**src/rtl/cpu_step_ctrl.sv**
```systemverilog
// Run/step/breakpoint sequencer that gates the clock enable of a multicycle CPU.
// Latency: cpu_en/instr_done/bp_hit are combinational from state; mode/step_req act on the next edge.
// No backpressure: step_req is a single-cycle pulse and is dropped unless IDLE or BREAK sees it.
module cpu_step_ctrl #(
    parameter int CYCLES_PER_INSTR = 7,
    parameter int ADDR_W           = 11,
    parameter int NUM_BP           = 2
) (
    input  logic                                        clk,
    input  logic                                        rst_n,
    input  logic [1:0]                                  mode,
    input  logic                                        step_req,
    input  logic [ADDR_W-1:0]                           pc,
    input  logic [NUM_BP-1:0]                           bp_en,
    input  logic [NUM_BP*ADDR_W-1:0]                    bp_addr,
    output logic                                        cpu_en,
    output logic                                        instr_done,
    output logic                                        halted,
    output logic                                        bp_hit,
    output logic [((NUM_BP > 1) ? $clog2(NUM_BP) : 1)-1:0] bp_idx,
    output logic [$clog2(CYCLES_PER_INSTR)-1:0]         phase,
    output logic [31:0]                                 instr_count
);

    localparam int PH_W  = $clog2(CYCLES_PER_INSTR);
    localparam int IDX_W = (NUM_BP > 1) ? $clog2(NUM_BP) : 1;
    localparam logic [PH_W-1:0] LAST_PH = PH_W'(CYCLES_PER_INSTR - 1);

    localparam logic [1:0] M_HALT   = 2'b00;
    localparam logic [1:0] M_RUN    = 2'b10;
    localparam logic [1:0] M_RUN_BP = 2'b11;

    typedef enum logic [1:0] {
        S_IDLE  = 2'd0,
        S_STEP  = 2'd1,
        S_RUN   = 2'd2,
        S_BREAK = 2'd3
    } state_t;

    state_t            state_q, state_d;
    logic [PH_W-1:0]   phase_q, phase_d;
    logic [31:0]       count_q, count_d;
    logic              skip_q, skip_d;
    logic [IDX_W-1:0]  idx_q, idx_d;

    logic              any_match;
    logic [IDX_W-1:0]  match_idx;
    logic              gate_block;

    // Breakpoint compare: scan high-to-low so the lowest matching channel wins.
    always_comb begin
        any_match = 1'b0;
        match_idx = '0;
        for (int k = NUM_BP - 1; k >= 0; k--) begin
            if (bp_en[k] && (bp_addr[k*ADDR_W +: ADDR_W] == pc)) begin
                any_match = 1'b1;
                match_idx = IDX_W'(k);
            end
        end
    end

    // Next-state and output decode; the start gate only looks at instruction boundaries.
    always_comb begin
        state_d    = state_q;
        idx_d      = idx_q;
        skip_d     = skip_q;
        phase_d    = phase_q;
        count_d    = count_q;

        gate_block = (state_q == S_RUN) && (mode == M_RUN_BP) && (phase_q == '0)
                     && !skip_q && any_match;
        cpu_en     = ((state_q == S_STEP) || (state_q == S_RUN)) && !gate_block;
        instr_done = cpu_en && (phase_q == LAST_PH);
        halted     = (state_q == S_IDLE) || (state_q == S_BREAK);
        bp_hit     = (state_q == S_BREAK);

        if (cpu_en) begin
            phase_d = (phase_q == LAST_PH) ? '0 : phase_q + PH_W'(1);
        end
        if (instr_done) begin
            count_d = count_q + 32'd1;
            skip_d  = 1'b0;
        end

        unique case (state_q)
            S_IDLE: begin
                if (step_req) begin
                    state_d = S_STEP;
                end else if (mode[1]) begin
                    state_d = S_RUN;
                end
            end
            S_STEP: begin
                if (instr_done) begin
                    state_d = S_IDLE;
                end
            end
            S_RUN: begin
                if (gate_block) begin
                    state_d = S_BREAK;
                    idx_d   = match_idx;
                end else if (instr_done && !mode[1]) begin
                    state_d = S_IDLE;
                end
            end
            S_BREAK: begin
                // A step request beats any run mode, so RUN_BP+step executes exactly one instruction.
                if (step_req) begin
                    state_d = S_STEP;
                end else if (mode == M_RUN) begin
                    state_d = S_RUN;
                end else if (mode == M_HALT) begin
                    state_d = S_IDLE;
                end
                if (state_d != S_BREAK) begin
                    skip_d = 1'b1;
                    idx_d  = '0;
                end
            end
            default: state_d = S_IDLE;
        endcase
    end

    // State, phase, counter and breakpoint bookkeeping registers.
    always_ff @(posedge clk or negedge rst_n) begin
        if (!rst_n) begin
            state_q <= S_IDLE;
            phase_q <= '0;
            count_q <= '0;
            skip_q  <= 1'b0;
            idx_q   <= '0;
        end else begin
            state_q <= state_d;
            phase_q <= phase_d;
            count_q <= count_d;
            skip_q  <= skip_d;
            idx_q   <= idx_d;
        end
    end

    assign bp_idx      = idx_q;
    assign phase       = phase_q;
    assign instr_count = count_q;

endmodule

```
**config.mk**
```make
export PLATFORM = sky130hd
export DESIGN_NAME = cpu_step_ctrl
export DESIGN_NICKNAME = d
export VERILOG_FILES = /design/src/rtl/cpu_step_ctrl.sv
export SDC_FILE = /design/constraint.sdc
export NUM_CORES = 1
export LEC_CHECK = 0
export CAP_MARGIN = 10
export CELL_PAD_IN_SITES_DETAIL_PLACEMENT = 2
export CELL_PAD_IN_SITES_GLOBAL_PLACEMENT = 2
export CORE_MARGIN = 5
export CORE_UTILIZATION = 27
export CTS_CLUSTER_SIZE = 14
export DETAILED_ROUTE_END_ITERATION = 8
export PLACE_DENSITY = 0.77
export SLEW_MARGIN = 10
export SYNTH_ARGS = -nofsm -noshare
export SYNTH_HDL_FRONTEND = slang
export SYNTH_SLANG_ARGS = --single-unit
```
**constraint.sdc**
```tcl
create_clock -name clk -period 2.3 [get_ports clk]
set_clock_uncertainty 0.2 [all_clocks]
set_input_delay 0.46 -clock clk [delete_from_list [all_inputs] [get_ports clk]]
set_output_delay 0.46 -clock clk [all_outputs]
set_load 0.03 [all_outputs]
```
==> impl_metrics.tcl <==
set metrics [dict create \
    status "finished, violations left" \
    ff2ff_path_depth 10 \
    finalPower_mw 2.78 \
    drive_gt1_share_pct 32.1 \
    dpl.cell_count 405 \
    initial_core_util_pct 28.1 \
    cts_tree "yes" \
    cts-root-buf "clkbuf_8" \
    grt_usage_pct 15.4 \
    postSynthCellCount 206 \
    critPathArrivalTime_ns 1.78 \
    htreeDepth 2 \
    netlist_area_sq_um 2190 \
    antenna_cells 0 \
    synth_top_area_share_pct 44.5 \
    rows 32 \
    muxShareOfSynthArea_pct 2.00 \
    path_max_fanout 2 \
    synth_area_leaders "dfrtp_1, xnor2_1, nand4_1" \
    cts_buffers 5 \
    ant_nets 0 \
    synthAdderAreaFrac_pct 2.86 \
    max_freq_mhz 411 \
    tightest_slew_ns 0.504 \
    ir_drop_mv 0.731 \
    finalCriticalPeriod_ns 2.44 \
    drt_iter0_markers 23 \
    nets 368 \
    first_pass_iters 4 \
    vias_per_cell 4.67 \
    period_share_pct 106 \
    grt_pass1_vias 2372 \
    die_h_um 100 \
    setup_viol 2 \
    yosysWarnings 0 \
    synth_edf_count 0 \
    synth-compound-area-share_pct 5.08 \
    async_flop_share_pct 100 \
    r2r_setup_slack_ns 0.03 \
    ys_seq_area_share_pct 44.5 \
    pre_cts_ws_ns -0.907 \
    area_growth_pct 60.2 \
    clk_pin_slew_ns 0.08 \
    ios 80 \
    grt_pass1_wl_um 12000 \
    avgSynthCellArea_sq_um 10.6 \
    cpMaxStageDelayCell "nor3_4" \
    setup.worst_path.class "input pin to output port" \
    max_cap_viol_count 0 \
    rr_startpoint "phase[1]" \
    syn_nets 251 \
    die_area_sq_um 10000 \
    cp_top_family "simple AND/OR/NAND/NOR gates" \
    end_kind "output port" \
    synth_cell_types 41 \
    drt_wl_total_um 7490 \
    synth_most_common_cell "xnor2_1" \
    p_leak_nw 1.64 \
    p_per_area_nw_per_um2 791 \
    io_buffers 79 \
    violations "setup timing" \
    gp_congestion 0.722 \
    cp.required_ns 1.64 \
    cp_cell_sequence "dlygate4sd2_1, xnor2_1, nand4_1, nor3_4, o21bai_4, nand2_2, inv_2, buf_6" \
    drv_slew 0 \
    hold_buffers 0 \
    antenna_found_initial 0 \
    crit_path_max_incr_delay_ns 0.30 \
    synth_top_family_by_area "simple AND/OR/NAND/NOR gates" \
    clock_path_buffers 2 \
    insertion_delay_ns 0.29 \
    drc 0 \
    grt-ovfl-total 0 \
    dp_hpwl_um 5630 \
    startpoint_type "input pin" \
    worst-path-buf-inv 3 \
    cts.sinks 39 \
    hp-class "input pin to asynchronous set/reset pin" \
    final_cells 426 \
    synth_xor_area_share_pct 21.2 \
    avgRoutedWirePerCell_um 17.6 \
    r2r-end "phase[0]" \
    synth_area_leader_cell "dfrtp_1" \
    setup_ws_ns -0.136 \
    ys_ff_latch 39 \
    synthFlopType "dfrtp_1" \
    rsz0062_at_grt "true" \
    coreArea_sq_um 7810 \
    vias 1990 \
    grt_max_degree 40 \
    relSlewSlack_pct 66.4 \
    yosys.area_share.simple_pct 21.6 \
    hold_viol 0 \
    ys_top_cells_by_count "xnor2_1, dfrtp_1, nand2_1, nand4_1, and3_1" \
    die_w_um 100 \
]
[what timing repair did]
item / CTS / global route
pin swaps: 31 / 28
buffers inserted: 13 / 1
gates resized for setup: 69 / 59
endpoints found under the setup margin: 6 / 5
[metrics by stage]
step / setup TNS (ns) / hold WS, ns / util, % / area [sq um]
global placement: -1.68 / 0.262 / 41.4 / 3240
global route: -0.320 / 0.0503 / 45.0 / 3510
floorplan: 0 / -0.0356 / - / 2190
finish: -0.243 / 0.0211 / 45.0 / 3510
CTS: -0.0412 / 0.0271 / 44.3 / 3460
detailed placement: -2.32 / 0.281 / 41.4 / 3240
[how the worst max path moves through the flow]
| stage | startpoint | cells past startpoint | end | slack [ns] |
|---|---|---|---|---|
| floorplan | state_q[0] | 9 | instr_count[19] | 0.005 |
| global placement | pc[2] | 8 | cpu_en | -0.80 |
| detailed placement | pc[8] | 8 | cpu_en | -0.91 |
| CTS | skip_q | 6 | cpu_en | -0.04 |
| global route | bp_addr[3] | 8 | cpu_en | -0.16 |
| finish | bp_addr[3] | 8 | cpu_en | -0.14 |
[kinds of logic after synthesis]
kind of cell               count (synthesis)
DFF                                       39
buffers and inverters                     12
xor gates and xnor gates                  53
AOI/OAI and AO/OA                         17
adders and majority gates                  5
and+or+nand+nor                           76
muxes                                      4
[layer usage]
layer,up-vias,part of all wire (%),GRT usage (%)
met4,0,2.0,5.39
met1,993,40,17.1
met3,11,2.8,2.50
li1,948,-,-
met2,38,56,29.3
met5,-,0,0
[report_power, final]
group / internal, mW / switching [mW] / total, mW
registers: 0.767 / 0.0789 / 0.846
logic: 0.667 / 0.671 / 1.34
clock network: 0.351 / 0.243 / 0.594
[final cells by class]
type / instances / area, sq um
Fill cell: 837 / 4300
Multi-Input combinational cell: 155 / 1310
Sequential cell: 39 / 976
Timing Repair Buffer: 114 / 952
Tap cell: 102 / 128
Clock buffer: 6 / 82.6
Clock inverter: 2 / 35.0
Inverter: 8 / 30.0
[cells in the final DEF, fill, tap and decap left out, types with 4 or more instances in the layout]
master           synthesis  final
and4_1                   4      4
clkdlybuf4s50_1          0     38
dfrtp_1                 39     39
ha_1                     5      4
buf_2                    2      4
xor2_1                   6      6
nor2_1                   5      5
xnor2_1                 47     37
a21oi_1                  5      5
buf_6                    1      6
dlygate4sd2_1            0      9
nand3_1                  7      7
nand2_1                 21     19
and3_1                   8      8
clkdlybuf4s15_1          0      5
clkbuf_8                 0      6
buf_4                    1     35
clkbuf_2                 0     16
inv_1                    7      5
xnor2_2                  0      9
nand4_1                 14     14
[worst reg2reg max path, cell delays in order (launching register included)]
cell and delay, ns:
dfrtp_1 0.40, nor4_2 0.29, nand4_1 0.17, o21bai_4 0.22, nand2_2 0.10, buf_4 0.12, buf_4 0.09, buf_4 0.09
buf_4 0.08, buf_4 0.09, mux2_2 0.31
[registers in the layout, indices dropped and copies added (netlist names)]
signal / cells
instr_count: 32
bp_idx: 1
skip_q: 1
state_q: 2
phase: 3
No activity file was read; power rests on OpenSTA's default activity.
==> variant: new RTL, same flow settings <==
Make the reset (`rst_n`) synchronous in one clocked block.
--- a/src/rtl/cpu_step_ctrl.sv
+++ b/src/rtl/cpu_step_ctrl.sv
@@ -124,3 +124,3 @@
     // State, phase, counter and breakpoint bookkeeping registers.
-    always_ff @(posedge clk or negedge rst_n) begin
+    always_ff @(posedge clk) begin
         if (!rst_n) begin
Check against the original RTL: differs if rst_n is asserted again (counterexample within 4 cycles, from zero or initial values and one cycle with rst_n low); with rst_n held inactive, the same outputs for 10 cycles.
==> variant against the unedited design <==
- the run still ends with negative setup slack left
- setup slack improved by 0.053 ns
- sequential share of layout area decreased by 6.4 points
- area after synthesis increased by 2.4%
- total power decreased by 21%
- die area increased by 2.2%
- utilization increased by 0.14 points
- routed wire length increased by 8.9%
- sequential cell count unchanged
- cell area increased by 5.0%
- critical path type unchanged
- largest power group unchanged
==> variant: results (changes against the unedited design) <==
dpl ws=-0.584 ns (was -0.907 ns); P&R area growth vs syn=64.3% (was 60.2%); failing checks=negative setup slack (unchanged); setup_tns=-0.0832 ns (was -0.243 ns); switching share of power=34.9% (was 35.7%); sequential fraction of the synthesis area=34.8% (was 44.5%); drt total wl=8.15 mm (was 7.49 mm); area of the multi-input gates=1580 um^2 (was 1310 um^2); Synthesized Nets=296 (was 251); Clock Power Share=22.0% (was 21.4%); # nets final=428 (was 368); Top delay family on crit path=simple AND/OR/NAND/NOR gates (unchanged); Clock Buffer Count=6 (unchanged); Final GP Congestion=0.777 (was 0.722); Sinks on Clock Net=39 (unchanged); synth top area cells=dfxtp_1, xnor2_1, and2_1, xor2_1, nand2_1 (was dfrtp_1, xnor2_1, nand4_1, nand2_1, ha_1); sequential power share=34.1% (was 30.5%); First DRT Iteration DRCs=60 (was 23); global-route wire length before repair=12.5 mm (was 12.0 mm); count of filler cells inserted in the layout=872 (was 837); slowest cell delay on critical path=0.24 ns (was 0.30 ns); Initial Util=27.4% (was 28.1%); vias in the first global route=2523 (was 2372); Multi-In Gates=197 (was 155); vias=2296 (was 1990); First-pass DRT Iterations=4 (unchanged); Final HPWL DP=5.74 mm (was 5.63 mm); Clock Tree Buf Depth=2 (unchanged); ant diodes=0 (unchanged); Crit-path slowest cell=dlygate4sd2_1 (was nor3_4); Synth async-reset ratio=0% (was 100%); clk tree area frac=2.38% (was 3.35%); Max rail drop VDD=0.333 mV (was 0.731 mV); NonClk Buf Share=28.5% (was 27.1%); Signal buffers=129 (was 114); outcome=finished with violations (unchanged); worst hold path type=reg2reg (was in2async); largest net degree at the start of global routing=24 (was 40); commonest cells in the netlist=xnor2_1, dfxtp_1, and2_1 (was xnor2_1, dfrtp_1, nand2_1); worst slew pin tran=0.418 ns (was 0.504 ns); layout cell share with drive strength beyond 1=32.9% (was 32.1%); Worst Setup Slack, final=-0.0832 ns (was -0.136 ns); Setup Viol. Count Final=1 (was 2); inverter count=11 (was 8); All-Layer GR Usage=15.3% (was 15.4%); DP Area=3350 um^2 (was 3240 um^2); Lkg Pwr=1.56 nW (was 1.64 nW); CP arrival=1.72 ns (was 1.78 ns); sequential portion of the cell area=21.4% (was 27.8%)
variant: cell count changes in the layout (fill, tap and decap cells not counted), moves of 4 or more:
cell | before | now
xnor2_2 | 9 | 5
and3_1 | 8 | 2
nor3_2 | 0 | 4
dfxtp_1 | 0 | 35
buf_4 | 35 | 47
and2_1 | 0 | 26
nand3_1 | 7 | 12
a21boi_0 | 0 | 4
clkbuf_2 | 16 | 24
xor2_1 | 6 | 10
dfrtp_1 | 39 | 0
variant: routing by layer:
layer  global-route usage, %  up-vias  wire length [um]  share of wire (%)
li1                        -     1126                 -                  -
met4                    4.09        0                72               0.88
met1                    15.8     1101              3170                 39
met2                    29.8       63              4420                 54
met5                       0        -                 0                  0
met3                    4.48        6               492                6.0
variant: final timing paths:
path,startpoint,end,slack (ns),depth (start not counted)
min reg2reg,instr_count[1],instr_count[1],0.32,2
min,instr_count[1],instr_count[1],0.32,2
max reg2reg,state_q[0],instr_count[28],0.06,10
max,bp_addr[7],cpu_en,-0.08,8
variant: timing repair:
item	CTS	global route
gates resized for setup	66	75
pin swaps	33	39
endpoints found under the setup margin	10	19
gates cloned	0	0
setup buffers	23	5
variant: cell families after synthesis:
group / after synthesis / synth area share (%)
xor+xnor: 50 / 19.5
compound gates: 25 / 6.97
flops: 39 / 34.8
simple gates: 114 / 31.7
fa+ha+maj: 5 / 2.79
buf+inv: 15 / 2.79
mux: 3 / 1.39
variant: metrics by stage:
step	total power [W]	instances
global placement	0.00142	457
detailed placement	0.00145	457
CTS	0.00213	486
global route	0.00229	488
floorplan	0.00113	251
finish	0.00218	488
